<file path="config.mk">
export PLATFORM = sky130hd
export DESIGN_NAME = tick_gen_flat
export DESIGN_NICKNAME = d
export VERILOG_FILES = /design/src/rtl/tick_gen_pkg.sv /design/src/rtl/tick_gen_if.sv /design/src/rtl/tick_gen_sync_2ff.sv /design/src/rtl/tick_gen.sv /design/src/flat_wrapper.sv
export SDC_FILE = /design/constraint.sdc
export NUM_CORES = 1
export LEC_CHECK = 0
export BUFFER_PORTS_ARGS = -buffer_cell sky130_fd_sc_hd__buf_2
export CORE_ASPECT_RATIO = 1.1
export CORE_MARGIN = 10
export CORE_UTILIZATION = 30
export DETAILED_ROUTE_END_ITERATION = 16
export PLACE_DENSITY = 0.55
export REMOVE_ABC_BUFFERS = 1
export SYNTH_ARGS = -nofsm -noshare
export SYNTH_HDL_FRONTEND = slang
export SYNTH_SLANG_ARGS = --single-unit
</file>
<file path="constraint.sdc">
create_clock -name clock -period 5.71 [get_ports clock]
set_clock_uncertainty 0.2 [all_clocks]
set_input_delay 0 -clock clock [delete_from_list [all_inputs] [get_ports clock]]
set_output_delay 0 -clock clock [all_outputs]
set_load 0.02 [all_outputs]
</file>
<file path="src/rtl/tick_gen_pkg.sv">
// tick_gen_pkg -- shared constants for the tick generator.
//   NB_SEL            width of the rate-select field
//   ST_IDLE / ST_RUN  FSM state encodings (1-bit, legacy-compatible)
//   LIMIT_n_DEFAULT   default tick periods in clocks for each rate select
//   limit_in_range()  elaboration-time legality test for a LIMIT value
package tick_gen_pkg;

  localparam int NB_SEL   = 2;
  localparam int NB_STATE = 1;

  typedef logic [NB_SEL-1:0]   sel_t;
  typedef logic [NB_STATE-1:0] state_t;

  localparam state_t ST_IDLE = 1'b0;
  localparam state_t ST_RUN  = 1'b1;

  localparam int unsigned LIMIT_0_DEFAULT = 25_000_000;
  localparam int unsigned LIMIT_1_DEFAULT = 50_000_000;
  localparam int unsigned LIMIT_2_DEFAULT = 75_000_000;
  localparam int unsigned LIMIT_3_DEFAULT = 100_000_000;

  // A period must be at least 2 clocks (so a pulse is never back-to-back)
  // and must fit in an nb-bit counter.
  function automatic bit limit_in_range(input longint unsigned lim, input int nb);
    return (lim >= 64'd2) && (lim <= ((64'd1 << nb) - 64'd1));
  endfunction

endpackage

</file>
<file path="src/rtl/tick_gen_if.sv">
// tick_gen_if -- switch inputs, tick outputs and debug view of tick_gen.
//   i_enable      run/pause switch (asynchronous to clock)
//   i_sel         rate-select switches (asynchronous to clock)
//   o_valid       one-clock tick strobe
//   o_sel_active  rate currently in effect
//   o_running     high while the FSM is in ST_RUN
//   dbg_state     FSM state register
//   dbg_cnt       prescaler counter
// Handshake: o_valid is a strobe with no ready; the consumer must accept it
// on the single cycle it is high, there is no back-pressure.
interface tick_gen_if import tick_gen_pkg::*; #(
  parameter int NB_COUNTER = 32
) ();

  logic                  i_enable;
  sel_t                  i_sel;
  logic                  o_valid;
  sel_t                  o_sel_active;
  logic                  o_running;
  state_t                dbg_state;
  logic [NB_COUNTER-1:0] dbg_cnt;

  modport master (
    output i_enable, i_sel,
    input  o_valid, o_sel_active, o_running, dbg_state, dbg_cnt
  );

  modport slave (
    input  i_enable, i_sel,
    output o_valid, o_sel_active, o_running, dbg_state, dbg_cnt
  );

endinterface

</file>
<file path="src/rtl/tick_gen_sync_2ff.sv">
// sync_2ff -- two-flop synchronizer for slow asynchronous level inputs.
//   clock    destination clock
//   i_reset  synchronous, active-high; clears both stages to 0
//   d        asynchronous input bus
//   q        synchronized output, two clocks behind d
// Each bit is synchronized independently; the inputs are switches, so a
// multi-bit skew of one clock is harmless.
module sync_2ff #(
  parameter int WIDTH = 1
) (
  input  logic             clock,
  input  logic             i_reset,
  input  logic [WIDTH-1:0] d,
  output logic [WIDTH-1:0] q
);

  logic [WIDTH-1:0] meta;

  always_ff @(posedge clock) begin
    if (i_reset) begin
      meta <= '0;
      q    <= '0;
    end else begin
      meta <= d;
      q    <= meta;
    end
  end

endmodule

</file>
<file path="src/rtl/tick_gen.sv">
// tick_gen -- selectable-rate tick generator with run/pause control.
//   clock    system clock, all state on its rising edge
//   i_reset  synchronous, active-high, overrides everything
//   bus      tick_gen_if.slave: i_enable, i_sel in; o_valid, o_sel_active,
//            o_running, dbg_state, dbg_cnt out (all registered)
// Emits a one-clock o_valid pulse every LIMIT_<sel> clocks while enabled.
// Pausing holds the counter; changing the rate restarts the period.
module tick_gen import tick_gen_pkg::*; #(
  parameter int          NB_COUNTER = 32,
  parameter int unsigned LIMIT_0    = LIMIT_0_DEFAULT,
  parameter int unsigned LIMIT_1    = LIMIT_1_DEFAULT,
  parameter int unsigned LIMIT_2    = LIMIT_2_DEFAULT,
  parameter int unsigned LIMIT_3    = LIMIT_3_DEFAULT
) (
  input  logic     clock,
  input  logic     i_reset,
  tick_gen_if.slave bus
);

  if (NB_COUNTER < 2 || NB_COUNTER > 63) begin : g_bad_width
    $error("tick_gen: NB_COUNTER must be in [2, 63]");
  end

  if (!(limit_in_range(64'(LIMIT_0), NB_COUNTER) &&
        limit_in_range(64'(LIMIT_1), NB_COUNTER) &&
        limit_in_range(64'(LIMIT_2), NB_COUNTER) &&
        limit_in_range(64'(LIMIT_3), NB_COUNTER))) begin : g_bad_limit
    $error("tick_gen: every LIMIT_n must be in [2, 2^NB_COUNTER-1]");
  end

  // Terminal counts (period - 1) precomputed at elaboration.
  localparam logic [NB_COUNTER-1:0] LAST_0 = NB_COUNTER'(LIMIT_0 - 1);
  localparam logic [NB_COUNTER-1:0] LAST_1 = NB_COUNTER'(LIMIT_1 - 1);
  localparam logic [NB_COUNTER-1:0] LAST_2 = NB_COUNTER'(LIMIT_2 - 1);
  localparam logic [NB_COUNTER-1:0] LAST_3 = NB_COUNTER'(LIMIT_3 - 1);

  logic [NB_SEL:0]         sync_q;
  logic                    en_s;
  sel_t                    sel_s;
  logic [NB_COUNTER-1:0]   last;
  state_t                  state;
  state_t                  state_next;
  logic [NB_COUNTER-1:0]   cnt;
  logic                    valid;
  logic                    running;
  sel_t                    sel_active;

  sync_2ff #(
    .WIDTH (NB_SEL + 1)
  ) u_sync (
    .clock   (clock),
    .i_reset (i_reset),
    .d       ({bus.i_enable, bus.i_sel}),
    .q       (sync_q)
  );

  assign en_s  = sync_q[NB_SEL];
  assign sel_s = sync_q[NB_SEL-1:0];

  always_comb begin
    last = LAST_0;
    case (sel_s)
      2'd1:    last = LAST_1;
      2'd2:    last = LAST_2;
      2'd3:    last = LAST_3;
      default: last = LAST_0;
    endcase
  end

  always_comb begin
    state_next = state;
    case (state)
      ST_IDLE: if (en_s)  state_next = ST_RUN;
      ST_RUN:  if (!en_s) state_next = ST_IDLE;
      default: state_next = ST_IDLE;
    endcase
  end

  always_ff @(posedge clock) begin
    if (i_reset) begin
      state      <= ST_IDLE;
      running    <= 1'b0;
      cnt        <= '0;
      valid      <= 1'b0;
      sel_active <= '0;
    end else begin
      state   <= state_next;
      running <= (state_next == ST_RUN);
      // A rate change restarts the period and suppresses any pulse that
      // would otherwise have fired on this edge, in either state.
      if (sel_s != sel_active) begin
        cnt        <= '0;
        valid      <= 1'b0;
        sel_active <= sel_s;
      end else if (state == ST_RUN) begin
        // >= rather than == so a counter left above the limit recovers.
        if (cnt >= last) begin
          cnt   <= '0;
          valid <= 1'b1;
        end else begin
          cnt   <= cnt + NB_COUNTER'(1);
          valid <= 1'b0;
        end
      end else begin
        valid <= 1'b0;
      end
    end
  end

  assign bus.o_valid      = valid;
  assign bus.o_sel_active = sel_active;
  assign bus.o_running    = running;
  assign bus.dbg_state    = state;
  assign bus.dbg_cnt      = cnt;

endmodule
</file>
<file path="src/flat_wrapper.sv">
// flat-port wrapper written by rule: the top's interface ports become plain ports
module tick_gen_flat import tick_gen_pkg::*;
#(
  parameter int          NB_COUNTER = 32,
  parameter int unsigned LIMIT_0    = LIMIT_0_DEFAULT,
  parameter int unsigned LIMIT_1    = LIMIT_1_DEFAULT,
  parameter int unsigned LIMIT_2    = LIMIT_2_DEFAULT,
  parameter int unsigned LIMIT_3    = LIMIT_3_DEFAULT
)
  (clock, i_reset, bus_i_enable, bus_i_sel, bus_o_valid, bus_o_sel_active, bus_o_running, bus_dbg_state, bus_dbg_cnt);
  tick_gen_if #(.NB_COUNTER(NB_COUNTER)) bus_i ();
  input  logic clock;
  input  logic i_reset;
  input wire logic [$bits(bus_i.i_enable)-1:0] bus_i_enable;
  input wire logic [$bits(bus_i.i_sel)-1:0] bus_i_sel;
  output wire logic [$bits(bus_i.o_valid)-1:0] bus_o_valid;
  output wire logic [$bits(bus_i.o_sel_active)-1:0] bus_o_sel_active;
  output wire logic [$bits(bus_i.o_running)-1:0] bus_o_running;
  output wire logic [$bits(bus_i.dbg_state)-1:0] bus_dbg_state;
  output wire logic [$bits(bus_i.dbg_cnt)-1:0] bus_dbg_cnt;
  assign bus_i.i_enable = bus_i_enable;
  assign bus_i.i_sel = bus_i_sel;
  assign bus_o_valid = bus_i.o_valid;
  assign bus_o_sel_active = bus_i.o_sel_active;
  assign bus_o_running = bus_i.o_running;
  assign bus_dbg_state = bus_i.dbg_state;
  assign bus_dbg_cnt = bus_i.dbg_cnt;
  tick_gen #(.NB_COUNTER(NB_COUNTER), .LIMIT_0(LIMIT_0), .LIMIT_1(LIMIT_1), .LIMIT_2(LIMIT_2), .LIMIT_3(LIMIT_3)) u_core (.clock(clock), .i_reset(i_reset), .bus(bus_i));
endmodule
</file>
==> results.md <==
- Run status: complete, no violations
- Yosys warning count: 0
- Largest net degree at the start of global routing: 33
- CP Buf/Inv Count: 2
- Cell Area, Synth: roughly 2400 µm²
- Post-Layout Inst Area: roughly 2800 µm²
- Area growth, synth to finish: 18.6%
- Post-cts sizing count: 0
- PwrDens: around 200 nW/µm²
- Post-synth EDFFs: 0
- Crit path max-delay cell type: nor4_4
- Total track usage: 0.0967
- Crit path max fanout: 18
- Relative slew slack: 0.170
- Final core occ: 0.362
- Post-Syn Instances: around 240
- Io pins: 42
- Layout cells sized above 1: 0.313
- Dominant synthesized flop cell: dfxtp_1
- Vias after detailed routing: about 1,900
- Clock network power share: 0.423
- Final Hold Viols: 0
- Iteration count of the initial detailed-routing pass: 4
- #FFs+latches synth: 42
- Height of the die: 114 µm
- CP startpoint: u_core.u_sync.q[1]$_SDFF_PP0_
- Worst vdd ir: approximately 0.000076 V
- Die width: 105 µm
- Pint: about 0.44 mW
- Initial antenna violation count: 0
- Gate power share: 0.051
- RSZ-0062 raised after global routing: false
- Placement Setup Slack: 2.14 ns
- WS Path Type: flip-flop to flip-flop
- Post-Place Cell Area: ~2700 µm²
- Max cap viols: 0
- DR iter-0 viols: between 80 and 90
- Critical path depth: 10
- Ys async rst share: 0
- Commonest non-fill, non-tap cell in the layout: dfxtp_1
- Placed insts: 377
- Worst hold-check path type: flip-flop to flip-flop
- Die ar.: 11,900 µm²
- Post-synthesis sequential area ratio: 0.352
- Setup TNS Final: 0 ns
- CP Capture Type: flip-flop
- CTS tree: done
- Hold Path Depth: 1
- Port buffer count: 41
- Number of global-route vias before repair: roughly 1,900
- Post-route antenna net violation count: 0
- CP Launch Type: flip-flop
- Period utilisation layout: 0.629
- Flop pwr share: 0.526
- Arrival @ worst endpoint: 3.55 ns
- Sw Ratio: 0.228
- Clock-pin slew on the worst setup and hold paths: approximately 0.080 ns
- Initial Util: 0.305
- Setup violations, final: 0
- Lkg Pwr: about 1.1 nW
- Yosys cell types: between 40 and 50
- Routed len/inst: between 10 and 15 µm
- Total global routing overflow: 0
- Hold Startpoint: u_core.u_sync.q[2]$_SDFF_PP0_
- Worst hold slack: 0.243 ns
- Reg2Reg Launch Point: u_core.u_sync.q[1]$_SDFF_PP0_
- Final wirelength: about 5600 µm
- Detailed Place HPWL: 4140 µm
- # fillers: 850
- Clk sink count: 42
- Net switching power: around 0.13 mW
- Most frequent CP cell: ha_1
- Most frequent cells in the layout: dfxtp_1, buf_2, nor3_2, xor2_1
- TritonCTS buffer count: 5
- F_max: ~0.28 GHz
- CTS root buf: clkbuf_8
- Critical path, cell by cell: inv_1, ha_1, o21bai_1, ha_1, nand3_1, o211ai_2, a2111oi_4, nor4_4, buf_4, nor3_2
- CTS H-tree depth: 2
- Finished Layout Cells: 392
- Clock Path Buffers: 2
- Max-slew violation count: 0
- GP Congestion: between 0.7 and 0.8
- CP top delay family: simple AND/OR/NAND/NOR gates
- DRC Markers: 0
- First-pass GRT wire length: roughly 9600 µm
- Final worst path period need: approximately 3.6 ns
- Drt via density: around 4.8
- Core ar.: 7830 µm²
- Clk Latency, worst-skew pair: ~0.30 ns
- Fin nets: slightly above 300
- Cells on worst reg2reg path: 10
- Final Worst Setup Slack: 2.12 ns
- Crit-path max cell delay: 1.05 ns
- Worst path required time: about 5.7 ns
- Placement Rows: 34
- Total Power: approximately 0.57 mW
- # diodes: 0
- Mean Syn Cell Area: between 10 and 15 µm²
- Worst Tran Pin Value: 1.24 ns
## kinds of logic (layout without fill, tap and decap cells)
kind of cell / Yosys count / count (layout) / synth area share
simple gates: 115 / 115 / 0.346
flops: 42 / 42 / 0.352
xor+xnor: 34 / 34 / 0.125
buf+inv: 19 / 65 / 0.0471
fa+ha+maj: 15 / 15 / 0.0786
compound gates: 12 / 12 / 0.0477
mux: 1 / 1 / 0.00419
## area by class of cell
cell class | count | area [µm²] | area share
multi-input cells | 177 | 1440 | 0.506
clock inverters | 2 | 37.5 | 0.0132
clock buffers | 6 | 72.6 | 0.0256
inverters | 8 | 30.0 | 0.0106
flip-flops and latches | 42 | 841 | 0.297
well taps | 108 | 135 | 0.0477
repair buffers | 49 | 283 | 0.0998
## power by group through the flow
stage	Combinational, mW	Clock, mW	Sequential [mW]
floorplan	0.0169	0	0.305
global placement	0.0254	0	0.304
detailed placement	0.0257	0	0.305
CTS	0.0291	0.246	0.298
global route	0.0319	0.259	0.298
finish	0.0288	0.239	0.297
## path summary, 6_finish.rpt
| check | endpoint | slack (ns) |
|---|---|---|
| worst max-delay path | u_core.bus.dbg_cnt[7]$_SDFFE_PP0P_ | 2.12 |
| worst max register to register | u_core.bus.dbg_cnt[7]$_SDFFE_PP0P_ | 2.12 |
| worst min-delay path | u_core.bus.dbg_state$_SDFF_PP0_ | 0.24 |
| worst min register to register | u_core.bus.dbg_state$_SDFF_PP0_ | 0.24 |
## state kept, by name, summed over array words and instances, names as in the netlist
signal                   cells
u_core.bus.o_valid           1
u_core.bus.dbg_cnt          32
u_core.u_sync.meta           3
u_core.u_sync.q              3
u_core.bus.dbg_state         1
u_core.bus.o_sel_active      2
## metal layers
layer	track usage	part of all wire	vias up
met5	0	0	-
met4	0.0339	0.014	0
met3	0.0265	0.046	6
met2	0.160	0.47	42
met1	0.118	0.47	886
li1	-	-	937
## cell usage after synthesis (all sizes together), types with 6 or more instances
| cell | number | area (µm²) |
|---|---|---|
| nor2 | 11 | 41.3 |
| xor2 | 19 | 166 |
| ha | 15 | 188 |
| nand4 | 13 | 96.3 |
| dfxtp | 42 | 841 |
| nor2b | 7 | 43.8 |
| inv | 8 | 30.0 |
| nor3 | 39 | 355 |
| nor4 | 6 | 65.1 |
| xnor2 | 15 | 131 |
| buf | 7 | 56.3 |
| nand3 | 14 | 75.1 |
| nand2 | 11 | 41.3 |
## timing repair
| item | CTS | global route |
|---|---|---|
| buffers inserted | 0 | 0 |
| endpoints found under the hold margin | 10 | 0 |
| hold buffers | 7 | 0 |
## worst reg2reg max path: cells and delay by family, from the launching register on
family | cells | cell delay [ns]
buf+inv | 2 | 0.60
flops | 1 | 0.42
compound gates | 3 | 0.52
simple gates | 3 | 1.21
fa+ha+maj | 2 | 0.51
Note: power is estimated with default switching activity, not from simulation.
